**src/rtl/usb_pkg.sv**
```systemverilog
// usb_pkg: shared constants, state encoding and small helpers for the USB transmitter.
package usb_pkg;

  localparam int unsigned PID_W  = 4;
  localparam int unsigned CRC_W  = 16;
  localparam int unsigned LINE_W = 2;

  localparam logic [PID_W-1:0] PID_DATA0 = 4'b0011;
  localparam logic [PID_W-1:0] PID_DATA1 = 4'b1011;
  localparam logic [PID_W-1:0] PID_ACK   = 4'b0010;
  localparam logic [PID_W-1:0] PID_NAK   = 4'b1010;
  localparam logic [PID_W-1:0] PID_STALL = 4'b1110;

  // Line pair encodings as {dplus, dminus}
  localparam logic [LINE_W-1:0] LINE_J   = 2'b10;
  localparam logic [LINE_W-1:0] LINE_K   = 2'b01;
  localparam logic [LINE_W-1:0] LINE_SE0 = 2'b00;

  localparam logic [7:0]       SYNC_BYTE  = 8'h80;
  localparam logic [CRC_W-1:0] CRC16_POLY = 16'h8005;
  localparam logic [CRC_W-1:0] CRC16_INIT = 16'hFFFF;

  typedef enum logic [2:0] {
    ST_IDLE,
    ST_SYNC,
    ST_PID,
    ST_DATA,
    ST_CRC,
    ST_EOP
  } tx_state_e;

  function automatic logic pid_is_data(input logic [PID_W-1:0] pid);
    return (pid == PID_DATA0) || (pid == PID_DATA1);
  endfunction

  function automatic logic pid_is_valid(input logic [PID_W-1:0] pid);
    return pid_is_data(pid) || (pid == PID_ACK) || (pid == PID_NAK) || (pid == PID_STALL);
  endfunction

  // NRZI: a 0 toggles J<->K, a 1 holds the current line state
  function automatic logic [LINE_W-1:0] nrzi_next(input logic [LINE_W-1:0] line, input logic b);
    if (b) return line;
    return (line == LINE_J) ? LINE_K : LINE_J;
  endfunction

endpackage

```
**src/rtl/usb_tx_crc16.sv**
```systemverilog
// usb_tx_crc16: serial CRC16 (poly 0x8005, init 0xFFFF), one payload bit per enable.
module usb_tx_crc16
  import usb_pkg::*;
(
  input  logic             clk,
  input  logic             n_rst,
  input  logic             clr,
  input  logic             en,
  input  logic             din,
  output logic [CRC_W-1:0] crc
);

  logic [CRC_W-1:0] crc_q, crc_d;

  // Shift in one bit; clear takes priority so a new packet always starts from init
  always_comb begin
    crc_d = crc_q;
    if (clr) begin
      crc_d = CRC16_INIT;
    end else if (en) begin
      crc_d = {crc_q[CRC_W-2:0], 1'b0} ^ ((crc_q[CRC_W-1] ^ din) ? CRC16_POLY : '0);
    end
  end

  // Remainder register
  always_ff @(posedge clk or negedge n_rst) begin
    if (!n_rst) crc_q <= CRC16_INIT;
    else        crc_q <= crc_d;
  end

  assign crc = crc_q;

endmodule

```
**src/rtl/usb_tx.sv**
```systemverilog
// usb_tx: USB full-speed transmitter; SYNC, PID, payload, CRC16, EOP with bit stuffing and NRZI.
// Optional build macro USB_TX_STUFF_CNT_EN adds the stuffed_bits counter output.
module usb_tx
  import usb_pkg::*;
#(
  parameter int unsigned BIT_CYCLES  = 8,
  parameter int unsigned MAX_PAYLOAD = 64
) (
  input  logic       clk,
  input  logic       n_rst,
  input  logic [3:0] tx_packet,
  input  logic [7:0] tx_packet_data,
  input  logic [6:0] buffer_occupancy,
  output logic       get_tx_packet_data,
  output logic       tx_transfer_active,
  output logic       tx_error,
`ifdef USB_TX_STUFF_CNT_EN
  output logic [7:0] stuffed_bits,
`endif
  output logic       dplus_out,
  output logic       dminus_out
);

  localparam int unsigned CYC_W = $clog2(BIT_CYCLES);
  localparam logic [CYC_W-1:0] CYC_LAST = CYC_W'(BIT_CYCLES - 1);

  tx_state_e         state_q, state_d;
  logic [CYC_W-1:0]  cyc_q, cyc_d;
  logic [3:0]        idx_q, idx_d;
  logic [PID_W-1:0]  pid_q, pid_d;
  logic [6:0]        rem_q, rem_d;
  logic [7:0]        shift_q, shift_d;
  logic [2:0]        ones_q, ones_d;
  logic [LINE_W-1:0] line_q, line_d;
  logic              active_q, active_d;
  logic              err_q, err_d;
  logic              pop_q, pop_d;

  tx_state_e         nxt_state_c;
  logic [3:0]        nxt_idx_c;
  logic              nxt_bit_c;
  logic              bit_end_c;
  logic              crc_clr_c, crc_en_c, stuff_inc_c;
  logic [7:0]        pid_byte_c;
  logic [CRC_W-1:0]  crc_rem;

  assign pid_byte_c = {~pid_q, pid_q};
  assign bit_end_c  = (cyc_q == CYC_LAST);

  usb_tx_crc16 u_crc (
    .clk   (clk),
    .n_rst (n_rst),
    .clr   (crc_clr_c),
    .en    (crc_en_c),
    .din   (nxt_bit_c),
    .crc   (crc_rem)
  );

  // Next field position and its unstuffed bit value
  always_comb begin
    nxt_state_c = state_q;
    nxt_idx_c   = idx_q + 4'd1;
    nxt_bit_c   = 1'b1;
    case (state_q)
      ST_SYNC: if (idx_q == 4'd7) begin nxt_state_c = ST_PID; nxt_idx_c = '0; end
      ST_PID: begin
        if (idx_q == 4'd7) begin
          nxt_idx_c = '0;
          if (!pid_is_data(pid_q))  nxt_state_c = ST_EOP;
          else if (rem_q == 7'd0)   nxt_state_c = ST_CRC;
          else                      nxt_state_c = ST_DATA;
        end
      end
      ST_DATA: begin
        if (idx_q == 4'd7) begin
          nxt_idx_c = '0;
          if (rem_q <= 7'd1) nxt_state_c = ST_CRC;
        end
      end
      ST_CRC: if (idx_q == 4'd15) begin nxt_state_c = ST_EOP; nxt_idx_c = '0; end
      default: ;
    endcase
    case (nxt_state_c)
      ST_SYNC: nxt_bit_c = SYNC_BYTE[nxt_idx_c[2:0]];
      ST_PID:  nxt_bit_c = pid_byte_c[nxt_idx_c[2:0]];
      ST_DATA: nxt_bit_c = (nxt_idx_c == 4'd0) ? tx_packet_data[0] : shift_q[nxt_idx_c[2:0]];
      ST_CRC:  nxt_bit_c = ~crc_rem[4'd15 - nxt_idx_c];
      default: nxt_bit_c = 1'b1;
    endcase
  end

  // FSM next state, stuffing and NRZI line update at each bit boundary
  always_comb begin
    state_d     = state_q;
    cyc_d       = cyc_q;
    idx_d       = idx_q;
    pid_d       = pid_q;
    rem_d       = rem_q;
    shift_d     = shift_q;
    ones_d      = ones_q;
    line_d      = line_q;
    active_d    = active_q;
    err_d       = 1'b0;
    pop_d       = 1'b0;
    crc_clr_c   = 1'b0;
    crc_en_c    = 1'b0;
    stuff_inc_c = 1'b0;

    if (pop_q) shift_d = tx_packet_data;
    if (state_q != ST_IDLE) cyc_d = bit_end_c ? '0 : cyc_q + CYC_W'(1);

    case (state_q)
      ST_IDLE: begin
        if (tx_packet != 4'd0) begin
          if (pid_is_valid(tx_packet) &&
              (!pid_is_data(tx_packet) || 32'(buffer_occupancy) <= MAX_PAYLOAD)) begin
            state_d   = ST_SYNC;
            cyc_d     = '0;
            idx_d     = '0;
            pid_d     = tx_packet;
            rem_d     = buffer_occupancy;
            ones_d    = {2'b00, SYNC_BYTE[0]};
            line_d    = nrzi_next(LINE_J, SYNC_BYTE[0]);
            active_d  = 1'b1;
            crc_clr_c = 1'b1;
          end else begin
            err_d = 1'b1;
          end
        end
      end
      ST_EOP: begin
        if (bit_end_c) begin
          idx_d  = idx_q + 4'd1;
          line_d = (idx_q == 4'd0) ? LINE_SE0 : LINE_J;
          if (idx_q == 4'd2) begin
            state_d  = ST_IDLE;
            idx_d    = '0;
            active_d = 1'b0;
          end
        end
      end
      default: begin
        if (bit_end_c) begin
          if (ones_q == 3'd6) begin
            ones_d      = '0;
            line_d      = nrzi_next(line_q, 1'b0);
            stuff_inc_c = 1'b1;
          end else begin
            state_d = nxt_state_c;
            idx_d   = nxt_idx_c;
            if (nxt_state_c == ST_EOP) begin
              line_d = LINE_SE0;
              ones_d = '0;
            end else begin
              line_d = nrzi_next(line_q, nxt_bit_c);
              ones_d = nxt_bit_c ? ones_q + 3'd1 : 3'd0;
              if (state_q == ST_DATA && idx_q == 4'd7 && nxt_state_c == ST_DATA) rem_d = rem_q - 7'd1;
              if (nxt_state_c == ST_DATA) begin
                crc_en_c = 1'b1;
                if (nxt_idx_c == 4'd0) pop_d = 1'b1;
              end
            end
          end
        end
      end
    endcase
  end

  // State and output registers
  always_ff @(posedge clk or negedge n_rst) begin
    if (!n_rst) begin
      state_q  <= ST_IDLE;
      cyc_q    <= '0;
      idx_q    <= '0;
      pid_q    <= '0;
      rem_q    <= '0;
      shift_q  <= '0;
      ones_q   <= '0;
      line_q   <= LINE_J;
      active_q <= 1'b0;
      err_q    <= 1'b0;
      pop_q    <= 1'b0;
    end else begin
      state_q  <= state_d;
      cyc_q    <= cyc_d;
      idx_q    <= idx_d;
      pid_q    <= pid_d;
      rem_q    <= rem_d;
      shift_q  <= shift_d;
      ones_q   <= ones_d;
      line_q   <= line_d;
      active_q <= active_d;
      err_q    <= err_d;
      pop_q    <= pop_d;
    end
  end

`ifdef USB_TX_STUFF_CNT_EN
  logic [7:0] scnt_q, scnt_d;

  // Saturating count of stuffed bits, cleared when a request is accepted
  always_comb begin
    scnt_d = scnt_q;
    if (crc_clr_c)                           scnt_d = '0;
    else if (stuff_inc_c && scnt_q != 8'hFF) scnt_d = scnt_q + 8'd1;
  end

  // Stuffed-bit counter register
  always_ff @(posedge clk or negedge n_rst) begin
    if (!n_rst) scnt_q <= '0;
    else        scnt_q <= scnt_d;
  end

  assign stuffed_bits = scnt_q;
`else
  logic unused_stuff_inc;
  assign unused_stuff_inc = stuff_inc_c;
`endif

  assign dplus_out          = line_q[1];
  assign dminus_out         = line_q[0];
  assign get_tx_packet_data = pop_q;
  assign tx_transfer_active = active_q;
  assign tx_error           = err_q;

endmodule
```
**config.mk**
```make
export PLATFORM = sky130hd
export DESIGN_NAME = usb_tx
export DESIGN_NICKNAME = d
export VERILOG_FILES = /design/src/rtl/usb_pkg.sv /design/src/rtl/usb_tx_crc16.sv /design/src/rtl/usb_tx.sv
export SDC_FILE = /design/constraint.sdc
export NUM_CORES = 1
export LEC_CHECK = 0
export ABC_CLOCK_PERIOD_IN_PS = 3450
export CAP_MARGIN = 0
export CORE_ASPECT_RATIO = 1.25
export CORE_UTILIZATION = 55
export CTS_CLUSTER_SIZE = 14
export DETAILED_ROUTE_END_ITERATION = 10
export MAX_ROUTING_LAYER = met4
export PLACE_DENSITY = 0.76
export SKIP_LAST_GASP = 1
export SYNTH_ARGS = -nofsm -noshare
export SYNTH_HDL_FRONTEND = slang
export SYNTH_SLANG_ARGS = --single-unit
```
**constraint.sdc**
```tcl
create_clock -name clk -period 3.45 [get_ports clk]
set_input_delay 0.69 -clock clk [delete_from_list [all_inputs] [get_ports clk]]
set_output_delay 0.69 -clock clk [all_outputs]
set_load 0.02 [all_outputs]
```
==> flow_summary.html <==
<table>
<tr><th>Metric</th><th>Value</th></tr>
<tr><th colspan="2">CTS</th></tr>
<tr><td>Clk Tree Root Cell</td><td>sky130_fd_sc_hd__clkbuf_8</td></tr>
<tr><td>Clock tree from TritonCTS</td><td>yes</td></tr>
<tr><td>Clock slew at the register clock pins of the worst setup and hold paths</td><td>roughly 100 ps</td></tr>
<tr><td>Number of gates resized after cts</td><td>0</td></tr>
<tr><td>Maximum buffer depth of the clock tree</td><td>2</td></tr>
<tr><td>TritonCTS buffer count</td><td>5</td></tr>
<tr><td>Cts-stage hold buffer count</td><td>0</td></tr>
<tr><td>Count of clock tree sinks</td><td>53</td></tr>
<tr><td>Clock latency on the worst-skew pair</td><td>310 ps</td></tr>
<tr><td>Number of buffers added for setup after CTS</td><td>0</td></tr>
<tr><td>CTS H-tree lvls</td><td>2</td></tr>
<tr><th colspan="2">Drt</th></tr>
<tr><td>Remaining DRCs</td><td>2</td></tr>
<tr><td>DR iter-0 viols</td><td>between 150 and 200</td></tr>
<tr><td>TritonRoute pass-1 iters</td><td>7</td></tr>
<tr><td>Via density per instance</td><td>6.013</td></tr>
<tr><td>Total vias in the final route</td><td>2742</td></tr>
<tr><td>Final routed wire length divided by cell count</td><td>16.07 um</td></tr>
<tr><td>Total length of routed wires</td><td>7330 um</td></tr>
<tr><td>Final ANT Viol Nets</td><td>0</td></tr>
<tr><th colspan="2">Timing</th></tr>
<tr><td>F_max</td><td>0.3188 GHz</td></tr>
<tr><td>Hold violation count in the final report</td><td>0</td></tr>
<tr><td>Final setup violation count</td><td>0</td></tr>
<tr><td>Max Transition Viols Final</td><td>0</td></tr>
<tr><td>Shortest clock period the worst path allows after layout</td><td>3137 ps</td></tr>
<tr><td>RSZ-0062 raised after global routing</td><td>false</td></tr>
<tr><td>Period utilization</td><td>0.9092</td></tr>
<tr><td>Clock tree skew after final layout</td><td>between 10 and 15 ps</td></tr>
<tr><td>Final sum of negative setup slack</td><td>0 ps</td></tr>
<tr><td>Transition time at the pin with the least slew margin</td><td>approximately 500 ps</td></tr>
<tr><td>Slew headroom</td><td>0.6681</td></tr>
<tr><th colspan="2">Outcome</th></tr>
<tr><td>Status</td><td>finished, violations left</td></tr>
<tr><td>Failing checks</td><td>DRC</td></tr>
<tr><th colspan="2">Yosys</th></tr>
<tr><td>Biggest area contributors in the synthesized netlist</td><td>sky130_fd_sc_hd__dfrtp_1, sky130_fd_sc_hd__dfstp_2, sky130_fd_sc_hd__nand2_1</td></tr>
<tr><td>Ys async rst share</td><td>1.000</td></tr>
<tr><td>Area fraction in compound gates after synthesis</td><td>0.1980</td></tr>
<tr><td>Number of flops mapped to enable cells by yosys</td><td>0</td></tr>
<tr><td>Share of synthesized cell area in full adder, half adder and majority cells</td><td>0.03413</td></tr>
<tr><td>Synthesized cell area</td><td>3299 um2</td></tr>
<tr><td>Dominant register cell in the synthesized netlist</td><td>sky130_fd_sc_hd__dfrtp_1</td></tr>
<tr><td>Number of distinct library cells after synthesis</td><td>64</td></tr>
<tr><td>Net count after synthesis</td><td>397</td></tr>
<tr><td>Syn avg cell area</td><td>about 9 um2</td></tr>
<tr><td>Share of synthesized area occupied by flip-flops and latches</td><td>0.4084</td></tr>
<tr><td>Synthesized-area fraction occupied by xor and xnor cells</td><td>0.01782</td></tr>
<tr><td>Multiplexer fraction of the synthesized cell area</td><td>0.09670</td></tr>
<tr><td>Number of warning messages in the yosys log</td><td>0</td></tr>
<tr><td>Share of synthesized cell area in and, or, nand and nor gates</td><td>0.1995</td></tr>
<tr><td>Number of flip-flops and latches in the synthesized netlist</td><td>53</td></tr>
<tr><td>Share of the synthesized area in the top cell type</td><td>0.2730</td></tr>
<tr><td>Largest area contributor in the synthesized netlist</td><td>sky130_fd_sc_hd__dfrtp_1</td></tr>
<tr><td>Dominant combinational cell family by area after synthesis</td><td>simple AND/OR/NAND/NOR gates</td></tr>
<tr><td>Syn Inst Count</td><td>367</td></tr>
<tr><th colspan="2">Final layout</th></tr>
<tr><td>Layout cell share with drive strength beyond 1</td><td>0.1769</td></tr>
<tr><td>Net count, final</td><td>419</td></tr>
<tr><td>Diode count</td><td>0</td></tr>
<tr><td>Growth of design area from synthesis to finish</td><td>12.36%</td></tr>
<tr><td>Post-route cell area</td><td>3707 um2</td></tr>
<tr><th colspan="2">Setup path</th></tr>
<tr><td>Minimum setup slack among reg-to-reg paths</td><td>between 300 and 400 ps</td></tr>
<tr><td>Startpoint class of the critical path</td><td>flop</td></tr>
<tr><td>CP Data Arrival Time</td><td>roughly 3300 ps</td></tr>
<tr><td>Kind of end point of the critical path</td><td>flop</td></tr>
<tr><td>Required time of the worst setup path</td><td>3640 ps</td></tr>
<tr><td>Crit path max fanout</td><td>9</td></tr>
<tr><td>Critical path type</td><td>flop to flop</td></tr>
<tr><th colspan="2">Power and ir drop</th></tr>
<tr><td>PD cells</td><td>roughly 700 nW/um2</td></tr>
<tr><td>Share of power burned in the clock network</td><td>0.135</td></tr>
<tr><td>Switching portion of total power</td><td>0.4301</td></tr>
<tr><td>Power dissipated by switching net loads</td><td>between 0.001 and 0.0015 W</td></tr>
<tr><td>Fraction of power consumed by sequential logic</td><td>0.373</td></tr>
<tr><td>Leakage power</td><td>1.505 nW</td></tr>
<tr><td>Overall power of the completed layout</td><td>0.002603 W</td></tr>
<tr><td>Worst vdd ir</td><td>0.3700 mV</td></tr>
<tr><td>Relative contribution of combinational cells to total power</td><td>0.493</td></tr>
<tr><td>Internal Pwr Total</td><td>0.001483 W</td></tr>
<tr><th colspan="2">Flow run</th></tr>
<tr><td>MaxCap Viol Count</td><td>0</td></tr>
<tr><th colspan="2">Global routing</th></tr>
<tr><td>First-pass GRT wire length</td><td>~12000 um</td></tr>
<tr><td>Total GRT Usage</td><td>0.2617</td></tr>
<tr><td>Initial antenna violation count</td><td>0</td></tr>
<tr><td>Grt ovf</td><td>0</td></tr>
<tr><td>Via count of the first global-routing pass</td><td>between 2000 and 3000</td></tr>
<tr><td>Largest net degree at the start of global routing</td><td>34</td></tr>
<tr><th colspan="2">Placement</th></tr>
<tr><td>Port Buf Inserts</td><td>25</td></tr>
<tr><td>Post-DP Area</td><td>3620 um2</td></tr>
<tr><td>Post-detailed-placement half-perimeter wirelength</td><td>5437 um</td></tr>
<tr><td>Routability Congestion</td><td>0.9180</td></tr>
<tr><th colspan="2">Floorplanning</th></tr>
<tr><td>Die outline area</td><td>between 6000 and 7000 um2</td></tr>
<tr><td>Std-Cell Rows</td><td>31</td></tr>
<tr><td># IOs</td><td>26</td></tr>
<tr><td>CORE AREA</td><td>around 5800 um2</td></tr>
<tr><td>Die height</td><td>88.60 um</td></tr>
<tr><td>Initial Util</td><td>0.5709</td></tr>
<tr><td>Die width</td><td>71.28 um</td></tr>
<tr><th colspan="2">Worst hold path</th></tr>
<tr><td>Kind of path behind the tightest hold check</td><td>primary input to asynchronous set/reset pin</td></tr>
</table>
## layout make-up
cell class	instances	area [um2]
timing repair buffer	36	327.8
tap	66	82.58
multi-input combinational	277	1802
clock inverter	2	15.01
fill	486	2072
clock buffer	6	72.57
inverter	16	60.06
sequential	53	1348
## worst max-delay path, cell delays in order, from the launching register on
cell and delay, ps:
sky130_fd_sc_hd__dfrtp_1 470, sky130_fd_sc_hd__inv_1 90, sky130_fd_sc_hd__ha_1 530, sky130_fd_sc_hd__inv_1 150, sky130_fd_sc_hd__nand2_1 110, sky130_fd_sc_hd__a31oi_1 40
sky130_fd_sc_hd__nor2_1 140, sky130_fd_sc_hd__mux2_2 360, sky130_fd_sc_hd__a211oi_1 390, sky130_fd_sc_hd__a21oi_4 120, sky130_fd_sc_hd__a41oi_2 250, sky130_fd_sc_hd__mux2_2 360
## state kept, by name, summed over array words and instances (netlist names), 2 cells and up
signal     cells
line_q         2
state_q        3
pid_q          4
shift_q        8
cyc_q          3
ones_q         3
u_crc.crc     16
idx_q          4
rem_q          7
## Yosys cell counts, types with 2 or more instances
cell,instances
sky130_fd_sc_hd__and2_1,3
sky130_fd_sc_hd__nor4_1,4
sky130_fd_sc_hd__mux2_2,17
sky130_fd_sc_hd__nand2b_1,2
sky130_fd_sc_hd__o21ai_0,29
sky130_fd_sc_hd__buf_1,2
sky130_fd_sc_hd__nor3_1,10
sky130_fd_sc_hd__dfstp_2,17
sky130_fd_sc_hd__o211ai_1,3
sky130_fd_sc_hd__nand3_1,8
sky130_fd_sc_hd__nor2_1,35
sky130_fd_sc_hd__a21o_1,3
sky130_fd_sc_hd__buf_2,6
sky130_fd_sc_hd__nand3b_1,2
sky130_fd_sc_hd__a31oi_1,3
sky130_fd_sc_hd__inv_1,15
sky130_fd_sc_hd__a311oi_1,2
sky130_fd_sc_hd__nand2_1,53
sky130_fd_sc_hd__o21ai_1,5
sky130_fd_sc_hd__or3_1,4
sky130_fd_sc_hd__a211oi_1,3
sky130_fd_sc_hd__xor2_1,3
sky130_fd_sc_hd__nor2b_1,4
sky130_fd_sc_hd__a21oi_1,17
sky130_fd_sc_hd__clkbuf_1,12
sky130_fd_sc_hd__a31o_2,4
sky130_fd_sc_hd__dfrtp_1,36
sky130_fd_sc_hd__nor3b_1,3
sky130_fd_sc_hd__o31ai_1,6
sky130_fd_sc_hd__mux4_2,3
sky130_fd_sc_hd__nand4_1,2
sky130_fd_sc_hd__o22ai_1,4
sky130_fd_sc_hd__ha_1,9
sky130_fd_sc_hd__a211o_1,2
sky130_fd_sc_hd__mux2i_1,6
sky130_fd_sc_hd__o32ai_1,2
## stage by stage
| stage | hold WS [ps] | std cells | utilization | worst slack [ps] |
|---|---|---|---|---|
| after floorplan | 394.4 | 367 | - | 442.0 |
| after global placement | 460.3 | 448 | 0.6263 | 404.3 |
| after detailed placement | 469.5 | 448 | 0.6263 | 299.6 |
| after CTS | 329.9 | 456 | 0.6415 | 320.5 |
| after global routing | 345.7 | 456 | 0.6415 | 111.1 |
| final | 332.7 | 456 | 0.6415 | 313.3 |
## routing by layer
layer | wire [um] | up-vias | global-route usage | part of all wire
met5 | 0 | - | - | 0
met2 | 3808 | 53 | 0.4545 | 0.52
met3 | 198 | 13 | 0.03417 | 0.027
met1 | 3178 | 1322 | 0.3087 | 0.43
li1 | - | 1354 | - | -
met4 | 145 | 0 | 0.1036 | 0.020
## kinds of logic after synthesis
group                      count (synthesis)
AOI/OAI and AO/OA                         98
xor gates and xnor gates                   5
adders and majority gates                  9
buffers and inverters                     37
DFF                                       53
muxes                                     26
and+or+nand+nor                          139
## path summary, 6_finish.rpt
check / startpoint / endpoint / depth (start not counted)
setup / recovery: idx_q[0] / line_q[0] / 11
hold / removal: n_rst / rem_q[5] / 1
setup reg to reg: idx_q[0] / line_q[0] / 11
hold reg to reg: cyc_q[0] / cyc_q[0] / 1
max in group asynchronous: n_rst / u_crc.crc[11] / 2
min in group clk: cyc_q[0] / cyc_q[0] / 1
## placed cells by master (no fill, tap or decap), drive strengths merged, types with 5 or more instances in the layout
| master | Yosys | final |
|---|---|---|
| o21ai | 34 | 34 |
| clkdlybuf4s50 | 0 | 24 |
| clkbuf | 12 | 6 |
| o31ai | 6 | 6 |
| buf | 9 | 12 |
| nand2 | 53 | 53 |
| dfrtp | 36 | 36 |
| mux2i | 6 | 6 |
| or3 | 5 | 5 |
| mux2 | 17 | 17 |
| ha | 9 | 9 |
| nor3 | 10 | 10 |
| inv | 15 | 16 |
| nor2 | 36 | 36 |
| dfstp | 17 | 17 |
| nand3 | 8 | 8 |
| nor4 | 5 | 5 |
| a21oi | 18 | 18 |
## power by group through the flow
stage	Clock (W)	Sequential (W)	Combinational (W)
global placement	0	0.000971	0.00123
detailed placement	0	0.000980	0.00127
global route	0.000388	0.000997	0.00142
floorplan	0	0.000918	0.000968
finish	0.000351	0.000970	0.00128
CTS	0.000367	0.000968	0.00128
(Power assumes the default switching activity.)
==> patch 1, RTL diff (config.mk and constraints unchanged) <==
The option `USB_TX_STUFF_CNT_EN` is turned on by a define.
--- a/src/rtl/usb_tx.sv
+++ b/src/rtl/usb_tx.sv
@@ -1,5 +1,7 @@
 // usb_tx: USB full-speed transmitter; SYNC, PID, payload, CRC16, EOP with bit stuffing and NRZI.
 // Optional build macro USB_TX_STUFF_CNT_EN adds the stuffed_bits counter output.
+`define USB_TX_STUFF_CNT_EN
+
 module usb_tx
   import usb_pkg::*;
 #(
Behaviour (old outputs only; new: stuffed_bits): unchanged (equiv_simple and equiv_induct, registers matched by name and starting in step).
==> patch 1 against the original RTL <==
The run now ends clean; sequential cell count grew 8; worst setup slack lost 0.053 ns; synthesized area increased by 13%; cell area up 17%; first-iteration DRC count up 83%; hold slack about the same; via count is 14% higher; sequential power increased by 21%; wire length up 15%; total power rose by 32%; highest routed layer unchanged.
==> patch 1: results (changes against the original RTL) <==
Route
  • DR vias: 3118 (+14%)
  • Initial DRC Count: 276 (+83%)
  • Routed WL per cell: 15.92 um (-0.96%)
  • Pre-antenna DRT Iters: 7 (unchanged)

Global routing
  • GRT Residual Overflow: 0 (unchanged)
  • Vias in the first global route: 2973 (+12%)
  • Tot GR Track Use: 26.70% (+0.53 points)
  • Largest net degree at the start of global routing: 26 (-24%)
  • Initial antenna violation count: 0 (unchanged)
  • First-pass GRT wire length: 13830 um (+11%)

Power
  • P_clk: 542 uW (+54%)
  • Combinational share of power: 50.2% (+0.9 points)
  • P_leak: 0.001936 uW (+29%)
  • Comb group: 1730 uW (+35%)
  • Worst vdd ir: 411.1 uV (+11%)
  • Switching part of the total: 43.27% (+0.26 points)

Synth
  • Ys Warns: 0 (unchanged)
  • Synth top area cells: dfrtp_1 29%, dfstp_2 12%, mux2i_1 5.6%, nand2_1 4.8%, nor2_1 4.5%
  • Synth Area in Adders: 3.348% (-0.065 points)
  • Post-synthesis mux area share: 10.55% (+0.88 points)
  • Netlist cell types: 66 (+3.1%)
  • Post-Synth XOR/XNOR Area: 3.883% (+2.1 points)
  • Most common library cells after synthesis: 48 x nand2_1, 45 x nor2_1, 44 x dfrtp_1
  • Area fraction in compound gates after synthesis: 16.47% (-3.3 points)
  • Post-Synthesis Net Count: 432 (+8.8%)
  • Seq/Total Area, Yosys: 41.41% (+0.57 points)
  • Synth async-reset ratio: 100.0% (unchanged)

CTS
  • CTS Buf Count: 9 (+4)
  • Post-CTS Resized: 0 (unchanged)
  • Max Root-Sink Buffers: 2 (unchanged)
  • H-Tree Level Count: 3 (+1)
  • Skew-Pair Late Insertion Delay: 0.36 ns (+0.05 ns)
  • Postcts setup bufs: 0 (unchanged)
  • Worst-path clk slew: 0.07 ns (-0.03 ns)
  • Root buffer cell: clkbuf_8

Worst setup path
  • Crit path DAT: 3.46 ns (+0.13 ns)
  • Top cell family by delay on the critical path: simple AND/OR/NAND/NOR gates
  • Crit-path max FO: 12 (+3)
  • Crit-path slowest cell: dfrtp_1
  • Largest stage delay on the critical path: 0.46 ns (-0.07 ns)

Finish
  • Layout cells sized above 1: 16.33% (-1.4 points)
  • Ant. Diodes: 0 (unchanged)
  • # fillers: 533 (+9.7%)
  • NumNets Final: 467 (+11%)
  • Max reg flops: 16 (unchanged)

Placement
  • DP HPWL: 6097 um (+12%)
  • Placer Congestion: 0.9239 (+0.64%)
  • Post-Place Worst Slack: 0.2682 ns (-0.03138 ns)
  • Port-buffer cells: 33 (+32%)

STA
  • Max_slew headroom: 59.62% (-7.2 points)
  • Clk_skew: 0.01044 ns (-0.001366 ns)

Run status
  • Status: finished, final reports clean

Worst hold path
  • Hold crit path type: primary input to async pin
[patch 1: path summary, 6_finish.rpt]
path	end	slack, ns	startpoint	cells after the start
min in group clk	line_q[1]	0.49	line_q[1]	2
min	rem_q[4]	0.33	n_rst	1
max in group asynchronous	u_crc.crc[13]	2.36	n_rst	2
max	u_crc.crc[2]	0.26	idx_q[1]	9
max reg2reg	u_crc.crc[2]	0.26	idx_q[1]	9
min reg2reg	line_q[1]	0.49	line_q[1]	2
[patch 1: cells by family (layout without fill, tap and decap cells)]
kind of cell | count (synthesis) | after routing
AO/OA/AOI/OAI | 92 | 92
XOR/XNOR | 15 | 15
adder cells (fa/ha/maj) | 10 | 10
buffers and inverters | 34 | 74
flip-flops | 61 | 61
multiplexers | 34 | 34
AND/OR/NAND/NOR | 155 | 155
[patch 1: metal layers]
| metal | global-route usage [%] | vias to the layer above | wire (um) |
|---|---|---|---|
| li1 | - | 1500 | - |
| met1 | 31.48 | 1524 | 3577 |
| met2 | 44.57 | 77 | 4263 |
| met3 | 4.506 | 17 | 372 |
| met4 | 10.96 | 0 | 193 |
| met5 | - | - | 0 |
[patch 1: area by class of cell]
| cell class | instances | area share [%] |
|---|---|---|
| repair buffers | 48 | 10.11 |
| flip-flops and latches | 61 | 35.74 |
| well taps | 87 | 2.514 |
| multi-input cells | 306 | 47.10 |
| inverters | 10 | 0.8668 |
| clock buffers | 11 | 3.034 |
| clock inverters | 5 | 0.6357 |
[patch 1: stage by stage]
stage	cell area [um^2]	std cells	utilization [%]	hold slack, ns
6_report	4330	528	65.96	0.3331
5_1_grt	4330	528	65.96	0.3804
4_1_cts	4330	528	65.96	0.3511
3_5_place_dp	4172	512	63.54	0.4764
3_3_place_gp	4172	512	63.54	0.4657
2_1_floorplan	3737	401	-	0.3944
==> patch 2, RTL diff (same settings) <==
Made on the original files. Re-encode `tx_state_e` (6 states) as one-hot, 6 bits wide.
--- a/src/rtl/usb_pkg.sv
+++ b/src/rtl/usb_pkg.sv
@@ -20,13 +20,13 @@
   localparam logic [CRC_W-1:0] CRC16_POLY = 16'h8005;
   localparam logic [CRC_W-1:0] CRC16_INIT = 16'hFFFF;
 
-  typedef enum logic [2:0] {
-    ST_IDLE,
-    ST_SYNC,
-    ST_PID,
-    ST_DATA,
-    ST_CRC,
-    ST_EOP
+  typedef enum logic [5:0] {
+    ST_IDLE = 6'b000001,
+    ST_SYNC = 6'b000010,
+    ST_PID  = 6'b000100,
+    ST_DATA = 6'b001000,
+    ST_CRC  = 6'b010000,
+    ST_EOP  = 6'b100000
   } tx_state_e;
 
   function automatic logic pid_is_data(input logic [PID_W-1:0] pid);
Behaviour: no difference found for any inputs over 10 cycles, from zero or initial values and one cycle with n_rst low; not proved beyond that.
==> patch 2 against the original RTL <==
Wire length increased by 17%; largest cell class unchanged; worst setup slack got worse by 0.059 ns; cell area increased by 11%; fmax decreased by 1.8%; non-clock buffer count increased by 6; sequential cell count increased by 3; synthesized area increased by 10%; global-route usage increased by 1.7 points; synthesized cell count increased by 5.7%.
Power is not compared: it rests on default switching activity, and its combinational part moved more than twofold at a synthesized area within 25%.
==> patch 2: results (changes against the original RTL) <==
Run status
  • Status: finished, final reports clean

Finish
  • Layout cells sized above 1: 17.63% (-0.059 points)
  • Layout Cells excl Fill: 499 (+9.4%)
  • NumNets Final: 444 (+6.0%)

CTS
  • H-Tree Level Count: 2 (unchanged)
  • Max Root-Sink Buffers: 2 (unchanged)
  • Skew-Pair Late Insertion Delay: 0.32 ns

Global routing
  • Initial antenna violation count: 0 (unchanged)
  • Largest net degree at the start of global routing: 35 (+2.9%)
  • Vias in the first global route: 2895 (+9.5%)
  • Tot GR Track Use: 27.87% (+1.7 points)
  • First-pass GRT wire length: 14210 um (+14%)

Worst setup path
  • Reg2reg setup slack: 0.25 ns (-0.06 ns)
  • Crit path DAT: 3.41 ns (+0.08 ns)
  • FF-to-FF path depth: 9 (-2)
  • Crit-path max FO: 6 (-3)

Route
  • DR vias: 2996 (+9.3%)
  • Drt total wl: 8541 um (+17%)
  • Initial DRC Count: 252 (+67%)
  • Pre-antenna DRT Iters: 4 (-3)

Placement
  • Post-Place Worst Slack: 0.1198 ns (-0.1798 ns)
  • Placed instance count: 491 (+9.6%)
  • Port-buffer cells: 25 (unchanged)
  • Placer Congestion: 0.9372 (+2.1%)
  • DP HPWL: 6521 um (+20%)

Power
  • P_leak: 0.001710 uW

Synth
  • Seq/Total Area, Yosys: 39.21% (-1.6 points)
  • Synth top area cells: dfrtp_1 26%, dfstp_2 13%, mux2i_1 5.5%, nand2_1 5.1%, o21ai_0 3.9%
  • Most common library cells after synthesis: 49 x nand2_1, 38 x dfrtp_1, 28 x o21ai_0
  • Netlist cell types: 59 (-7.8%)
  • Post-Synthesis Net Count: 419 (+5.5%)
  • Top_reg_cell synth: dfrtp_1
  • Ys Warns: 0 (unchanged)
  • Synthesized instance count: 388 (+5.7%)

STA
  • Clk_skew: 0.01728 ns (+0.005482 ns)
  • Slew @ Worst Pin: 0.7907 ns (+0.2929 ns)
## patch 2: cell families (layout without fill, tap and decap cells)
group           after synthesis  after routing  synth area share, %
mux                          38             38                12.34
fa+ha+maj                    10             10                3.446
buf+inv                      37             63                4.169
xor+xnor                      9              9                2.171
compound gates               92             92                17.37
simple gates                146            146                21.30
flops                        56             56                39.21
## patch 2: stage by stage
step           area (um^2)  utilization, %  hold slack, ns
5_1_grt               4124           65.61          0.4944
3_5_place_dp          4013           63.83          0.4590
3_3_place_gp          4013           63.83          0.4552
2_1_floorplan         3631               -          0.3944
4_1_cts               4110           65.39          0.4627
6_report              4124           65.61          0.4405
## patch 2: layer usage
metal,wire (um),global-route usage [%],vias up
li1,-,-,1454
met1,3702,35.63,1447
met2,4330,45.80,78
met3,344,3.482,17
met4,163,8.176,0
met5,0,-,-
## patch 2: final cells by class
class | instances | area, um^2
multi-input cells | 295 | 2074
repair buffers | 42 | 372.9
fillers | 543 | 2162
clock inverters | 3 | 28.78
flip-flops and latches | 56 | 1424
well taps | 85 | 106.4
inverters | 13 | 48.80
clock buffers | 5 | 68.82
## patch 2: worst max path at each step
stage	startpoint	endpoint	slack (ns)	cells after the start
3_5_place_dp	buffer_occupancy[0]	u_crc.crc[0]	0.12	11
2_1_floorplan	idx_q[1]	line_q[0]	0.40	10
6_report	idx_q[0]	line_q[0]	0.25	9
3_3_place_gp	buffer_occupancy[1]	u_crc.crc[0]	0.17	11
4_1_cts	idx_q[0]	line_q[0]	0.15	10
5_1_grt	state_q[1]	rem_q[1]	0.003	9
## patch 2: worst max-delay path, cell delays in order, from the launching register on
cell	delay, ns
dfrtp_1	0.42
ha_1	0.29
xnor2_1	0.31
mux4_2	0.57
o21ai_2	0.16
o221ai_2	0.14
a2111oi_4	0.48
nor3_4	0.09
o21ai_1	0.26
mux2_1	0.36
## patch 2: power by group through the flow
stage	logic (uW)	clock network [uW]	registers, uW
3_5_place_dp	40.9	0	669
2_1_floorplan	2.26	0	669
5_1_grt	44.5	425	657
6_report	39.8	396	657
3_3_place_gp	40.5	0	669
4_1_cts	41.0	403	657
